[src/rtl/label_sprite_fx.sv]
// ============================================================================
//  Module      : label_sprite_fx
//  Description : Bitmap label sprite that slides down into place on frame
//                ticks and can blink once settled; 1-cycle pixel pipeline.
//  Revision    : 1.0 - initial release
// ============================================================================
`default_nettype none

module label_sprite_fx #(
    parameter int COLS        = 24,
    parameter int ROWS        = 8,
    parameter int SCALE_SHIFT = 4,
    parameter int POS_X       = 466,
    parameter int POS_Y       = 296,
    parameter int SLIDE_STEP  = 8,
    parameter int BLINK_HALF  = 30,
    parameter logic [ROWS*COLS*2-1:0] BITMAP  = {(ROWS*COLS){2'b01}},
    parameter logic [95:0]            PALETTE = {24'hFFFFFF, 24'hFF0000,
                                                 24'h0000FF, 24'h000000}
) (
    input  logic        i_clk,
    input  logic        i_reset,
    input  logic [15:0] i_x,
    input  logic [15:0] i_y,
    input  logic        i_v_sync,
    input  logic        i_show,
    input  logic        i_blink_en,
    output logic [7:0]  o_red,
    output logic [7:0]  o_green,
    output logic [7:0]  o_blue,
    output logic        o_sprite_hit,
    output logic        o_settled
);

    localparam logic [1:0] c_st_idle  = 2'd0;
    localparam logic [1:0] c_st_slide = 2'd1;
    localparam logic [1:0] c_st_show  = 2'd2;
    localparam logic [1:0] c_st_off   = 2'd3;

    localparam int          CNT_W  = $clog2(BLINK_HALF + 1);
    localparam logic [CNT_W-1:0] c_cnt_last = CNT_W'(BLINK_HALF - 1);
    localparam logic [16:0] c_x_lo = 17'(POS_X);
    localparam logic [16:0] c_x_hi = 17'(POS_X + (COLS << SCALE_SHIFT));
    localparam logic [16:0] c_h    = 17'(ROWS << SCALE_SHIFT);
    localparam logic [16:0] c_pos_y = 17'(POS_Y);
    localparam logic [16:0] c_step  = 17'(SLIDE_STEP);

    logic [1:0]       r_state;
    logic [1:0]       w_state_nxt;
    logic [15:0]      r_cur_y;
    logic [15:0]      w_cur_y_nxt;
    logic [CNT_W-1:0] r_cnt;
    logic [CNT_W-1:0] w_cnt_nxt;
    logic             r_vsync;
    logic             w_tick;
    logic [16:0]      w_y_sum;

    assign w_tick  = i_v_sync & ~r_vsync;
    assign w_y_sum = {1'b0, r_cur_y} + c_step;

    always_ff @(posedge i_clk) begin
        if (i_reset) begin
            r_state <= c_st_idle;
            r_cur_y <= 16'd0;
            r_cnt   <= '0;
            r_vsync <= 1'b0;
        end else begin
            r_state <= w_state_nxt;
            r_cur_y <= w_cur_y_nxt;
            r_cnt   <= w_cnt_nxt;
            r_vsync <= i_v_sync;
        end
    end

    // Dropping i_show wins over every other transition; cur_y is left alone
    // so the picture never tears mid-frame.
    always_comb begin
        w_state_nxt = r_state;
        w_cur_y_nxt = r_cur_y;
        w_cnt_nxt   = r_cnt;
        if (!i_show) begin
            w_state_nxt = c_st_idle;
        end else begin
            case (r_state)
                c_st_idle: begin
                    if (w_tick) begin
                        w_cur_y_nxt = 16'd0;
                        w_state_nxt = c_st_slide;
                    end
                end
                c_st_slide: begin
                    if (w_tick) begin
                        if (w_y_sum >= c_pos_y) begin
                            w_cur_y_nxt = c_pos_y[15:0];
                            w_state_nxt = c_st_show;
                            w_cnt_nxt   = '0;
                        end else begin
                            w_cur_y_nxt = w_y_sum[15:0];
                        end
                    end
                end
                default: begin
                    if (r_state == c_st_off && !i_blink_en) begin
                        w_state_nxt = c_st_show;
                        w_cnt_nxt   = '0;
                    end else if (w_tick && i_blink_en) begin
                        if (r_cnt == c_cnt_last) begin
                            w_cnt_nxt   = '0;
                            w_state_nxt = (r_state == c_st_show) ? c_st_off : c_st_show;
                        end else begin
                            w_cnt_nxt = r_cnt + 1'b1;
                        end
                    end
                end
            endcase
        end
    end

    logic [16:0] w_x, w_y, w_y_lo, w_y_hi, w_dx, w_dy, w_col, w_row;
    logic        w_in_box;
    logic [31:0] w_cell;
    logic [1:0]  w_idx;
    logic        w_visible;
    logic        w_hit;
    logic [23:0] w_rgb;

    assign w_x      = {1'b0, i_x};
    assign w_y      = {1'b0, i_y};
    assign w_y_lo   = {1'b0, r_cur_y};
    assign w_y_hi   = w_y_lo + c_h;
    assign w_in_box = (w_x >= c_x_lo) && (w_x < c_x_hi) &&
                      (w_y >= w_y_lo) && (w_y < w_y_hi);
    assign w_dx     = w_x - c_x_lo;
    assign w_dy     = w_y - w_y_lo;
    assign w_col    = w_dx >> SCALE_SHIFT;
    assign w_row    = w_dy >> SCALE_SHIFT;

    // Cell index is forced to 0 outside the box so the bitmap select stays in range.
    assign w_cell    = w_in_box ? (32'(w_row) * 32'(COLS) + 32'(w_col)) : 32'd0;
    assign w_idx     = BITMAP[w_cell * 32'd2 +: 2];
    assign w_visible = (r_state == c_st_slide) || (r_state == c_st_show);
    assign w_hit     = w_in_box && (w_idx != 2'd0) && w_visible;
    assign w_rgb     = PALETTE[32'(w_idx) * 32'd24 +: 24];

    always_ff @(posedge i_clk) begin
        if (i_reset) begin
            o_sprite_hit <= 1'b0;
            o_red        <= 8'd0;
            o_green      <= 8'd0;
            o_blue       <= 8'd0;
        end else begin
            o_sprite_hit <= w_hit;
            o_red        <= w_hit ? w_rgb[23:16] : 8'd0;
            o_green      <= w_hit ? w_rgb[15:8]  : 8'd0;
            o_blue       <= w_hit ? w_rgb[7:0]   : 8'd0;
        end
    end

    assign o_settled = (r_state == c_st_show) || (r_state == c_st_off);

endmodule

`default_nettype wire

[config.mk]
export PLATFORM = sky130hd
export DESIGN_NAME = label_sprite_fx
export DESIGN_NICKNAME = d
export VERILOG_FILES = /design/src/rtl/label_sprite_fx.sv
export SDC_FILE = /design/constraint.sdc
export NUM_CORES = 1
export LEC_CHECK = 0
export BUFFER_PORTS_ARGS = -buffer_cell sky130_fd_sc_hd__buf_2
export CORE_ASPECT_RATIO = 1.75
export CORE_UTILIZATION = 56
export DETAILED_ROUTE_END_ITERATION = 10
export PLACE_DENSITY = 0.84
export SLEW_MARGIN = 10
export SYNTH_ARGS = -nofsm -noshare
export SYNTH_HDL_FRONTEND = slang
export SYNTH_SLANG_ARGS = --single-unit
[constraint.sdc]
create_clock -name i_clk -period 5.55 [get_ports i_clk]
set_input_delay 0.2775 -clock i_clk [delete_from_list [all_inputs] [get_ports i_clk]]
set_output_delay 0.2775 -clock i_clk [all_outputs]
set_load 0.01 [all_outputs]
==> metrics.json <==
{
  "cts_root_buffer": "sky130_fd_sc_hd__clkbuf_8",
  "path_buf_inv": 2,
  "total_instance_count_after_detailed_placement": 439,
  "cts.repair_timing.setup_buffer_count": 0,
  "timing.critical_path.mode_cell": "sky130_fd_sc_hd__ha_1",
  "clock_sink_count": 23,
  "power.net_switching_uw": 193,
  "post_cts.resized_instances": 0,
  "synthDominantCellAreaShare": 0.176,
  "post_synth_main_area_contributors": "sky130_fd_sc_hd__ha_1, sky130_fd_sc_hd__dfxtp_1, sky130_fd_sc_hd__buf_4",
  "drtAntennaViolNets": 0,
  "worstPathCellList": "inv_1, ha_1, o21a_1, nor2_1, xnor2_1, ha_1, inv_1, o221a_1, a2111oi_2, nor2_1, xnor2_1, ha_1, nand2b_1, o22ai_1, a211o_1, a2111oi_0, nand4_1, a311oi_1",
  "synth.top_cells.by_count": "sky130_fd_sc_hd__ha_1, sky130_fd_sc_hd__buf_4, sky130_fd_sc_hd__dfxtp_1, sky130_fd_sc_hd__a21oi_1, sky130_fd_sc_hd__inv_1",
  "timing.critical_path.required_ns": 5.73,
  "reg2reg_setup_slack_ns": 1.21,
  "max_clock_freq_ghz": 0.230,
  "placement.io_buffers": 42,
  "critical_path.startpoint_type": "flip-flop",
  "grt_util_all_layers": 0.224,
  "post_cts_hold_buffer_count": 0,
  "worst_slew_margin_rel": 0.434,
  "layoutNonFillerInstCount": 443,
  "ir_drop_v": 0.000186,
  "report.final.hold_viol_count": 0,
  "synth-simple-area-share": 0.239,
  "drive_above_1_share": 0.165,
  "floorplan.rows": 34,
  "floorplan.die_area_sq_um": 5500,
  "seq_power_share": 0.321,
  "setup.worst_path.end_class": "flip-flop",
  "synth_to_final_area_change_pct": 5.03,
  "synth_compound_gate_area_share": 0.212,
  "grt_max_degree": 16,
  "combPwrFrac": 0.480,
  "finalWirelength_um": 6090,
  "count_of_state_elements_after_synthesis": 23,
  "final_wtd_congestion": 0.899,
  "worst-slew-pin-transition_ns": 0.845,
  "share_clk_of_total_power": 0.199,
  "yosys_warnings": 0,
  "combinational_family_with_the_most_area_after_synthesis": "simple AND/OR/NAND/NOR gates",
  "cellPowerDensity_nw_per_um2": 174,
  "dr.first_iter.drc_count": 65,
  "count_leader_synth": "sky130_fd_sc_hd__ha_1",
  "clkSlewWorstSetupHoldPaths_ns": 0.08,
  "die_y_um": 97.4,
  "timing.final.max_slew_violations": 0,
  "first_global_vias": 2511,
  "die_w_um": 56.5,
  "cts_max_level": 1,
  "cellInternalPower_uw": 338,
  "worst_clock_skew_ns": 0.00326,
  "critical-path-top-delay-family": "compound AO/OA/AOI/OAI gates",
  "clock_tree.buffer_depth": 2,
  "period_share": 0.782,
  "insertion_delay_ns": 0.27,
  "antenna_found_initial": 0,
  "crit_fanout": 8,
  "avgSynthCellArea_sq_um": 8.07,
  "slowest_delay_ns": 0.46,
  "syn-instance-count": 361,
  "antenna_cells": 0,
  "final.setup.tns_ns": 0,
  "core_area_sq_um": 4980,
  "post_synth_fa_ha_maj_area_fraction": 0.180,
  "post_synth_mux_area_share": 0.0103,
  "slowest_stage": "sky130_fd_sc_hd__dfxtp_1",
  "status": "finished, final reports clean",
  "avgViaCountPerCell": 6.00,
  "timing.max_cap.violations": 0,
  "post_detailed_route_wirelength_per_cell_um": 13.7,
  "leakagePower_nw": 1.31,
  "report.final.setup_viol": 0,
  "synth_flop_cell": "sky130_fd_sc_hd__dfxtp_1",
  "detail_route.first_pass.iterations": 4,
  "synth.yosys.seq_area_share": 0.158,
  "asyncSetResetFlopFracSynth": 0,
  "grt_pass1_wl_um": 10000,
  "period_needed_ns": 4.34,
  "path_class": "reg2reg",
  "cts_made_buffers": 3,
  "dr_total_vias": 2657,
  "dpl_wire_length_um": 5020,
  "overflow": 0,
  "yosys.area_share.xor_xnor": 0.0898,
  "nets": 468,
  "count_of_flip_flops_with_a_built_in_enable_after_synthesis": 0,
  "netlist-cell-type-count": 70,
  "clock_tree_from_tritoncts": "done",
  "synthesis.area_sq_um": 2910,
  "swShare": 0.363,
  "grt_setup_unrepaired": "no",
  "synth.largest_area_cell": "sky130_fd_sc_hd__ha_1",
  "floorplan.initialDensity": 0.585,
  "remaining_drc_errors": 0,
  "worst_ep_arrival_time_ns": 4.52,
  "num_io_pins": 63,
  "class_of_the_tightest_hold_or_removal_check": "in2reg"
}
-- layout by cell type, fill, tap and decap left out, types with 9 or more instances in the layout --
| cell | n |
|---|---|
| sky130_fd_sc_hd__nor3_1 | 9 |
| sky130_fd_sc_hd__a21oi_1 | 22 |
| sky130_fd_sc_hd__conb_1 | 16 |
| sky130_fd_sc_hd__and3_1 | 11 |
| sky130_fd_sc_hd__nor2_1 | 21 |
| sky130_fd_sc_hd__xnor2_1 | 20 |
| sky130_fd_sc_hd__ha_1 | 41 |
| sky130_fd_sc_hd__nand2_1 | 17 |
| sky130_fd_sc_hd__nand3_1 | 13 |
| sky130_fd_sc_hd__dfxtp_1 | 23 |
| sky130_fd_sc_hd__inv_1 | 22 |
| sky130_fd_sc_hd__buf_2 | 42 |
-- stage by stage --
| step | cell area, sq um | hold slack [ns] | power (mW) | utilization | setup slack, ns |
|---|---|---|---|---|---|
| 2_1_floorplan | 2970 | 0.406 | 0.381 | - | 1.69 |
| 3_3_place_gp | 3010 | 0.467 | 0.419 | 0.605 | 1.33 |
| 3_5_place_dp | 3010 | 0.490 | 0.428 | 0.605 | 1.21 |
| 4_1_cts | 3060 | 0.251 | 0.534 | 0.614 | 1.19 |
| 5_1_grt | 3060 | 0.255 | 0.569 | 0.614 | 0.705 |
| 6_report | 3060 | 0.252 | 0.531 | 0.614 | 1.21 |
-- layout make-up --
cell class | count | area, sq um
Fill cell | 453 | 1920
Multi-Input combinational cell | 297 | 2190
Sequential cell | 23 | 460
Timing Repair Buffer | 42 | 210
Tap cell | 54 | 67.6
Inverter | 23 | 86.3
Clock buffer | 4 | 45.0
-- metal layers --
layer | wire length, um | global-route usage | vias to the layer above
met3 | 211 | 0.0253 | 22
met4 | 258 | 0.126 | 0
met1 | 2300 | 0.214 | 1220
met2 | 3320 | 0.436 | 81
li1 | - | - | 1334
met5 | 0 | 0 | -
-- worst paths after layout --
| check | from | cells past startpoint | to |
|---|---|---|---|
| hold reg to reg | r_cur_y[15]$_SDFFE_PP0P_ | 1 | r_cur_y[15]$_SDFFE_PP0P_ |
| setup reg to reg | r_cur_y[3]$_SDFFE_PP0P_ | 18 | o_blue[6]$_SDFF_PP0_ |
| hold / removal | i_v_sync | 2 | r_vsync$_SDFF_PP0_ |
| setup / recovery | r_cur_y[3]$_SDFFE_PP0P_ | 18 | o_blue[6]$_SDFF_PP0_ |
-- sequential cells by signal, indices dropped and copies added (netlist names) --
| name | flops |
|---|---|
| o_blue | 1 |
| r_state | 2 |
| r_vsync | 1 |
| o_sprite_hit | 1 |
| r_cnt | 5 |
| r_cur_y | 13 |
-- cell families after synthesis --
group           count (synthesis)
flops                          23
simple gates                  122
compound gates                 85
mux                             3
buf+inv                        56
xor+xnor                       29
other cells                     1
fa+ha+maj                      42
-- power groups by stage --
| stage | logic [mW] | registers [mW] | clock network (mW) |
|---|---|---|---|
| 3_3_place_gp | 0.245 | 0.174 | 0 |
| 5_1_grt | 0.282 | 0.171 | 0.116 |
| 4_1_cts | 0.255 | 0.170 | 0.108 |
| 6_report | 0.255 | 0.170 | 0.106 |
| 3_5_place_dp | 0.253 | 0.174 | 0 |
| 2_1_floorplan | 0.208 | 0.173 | 0 |
(Power assumes the default switching activity.)
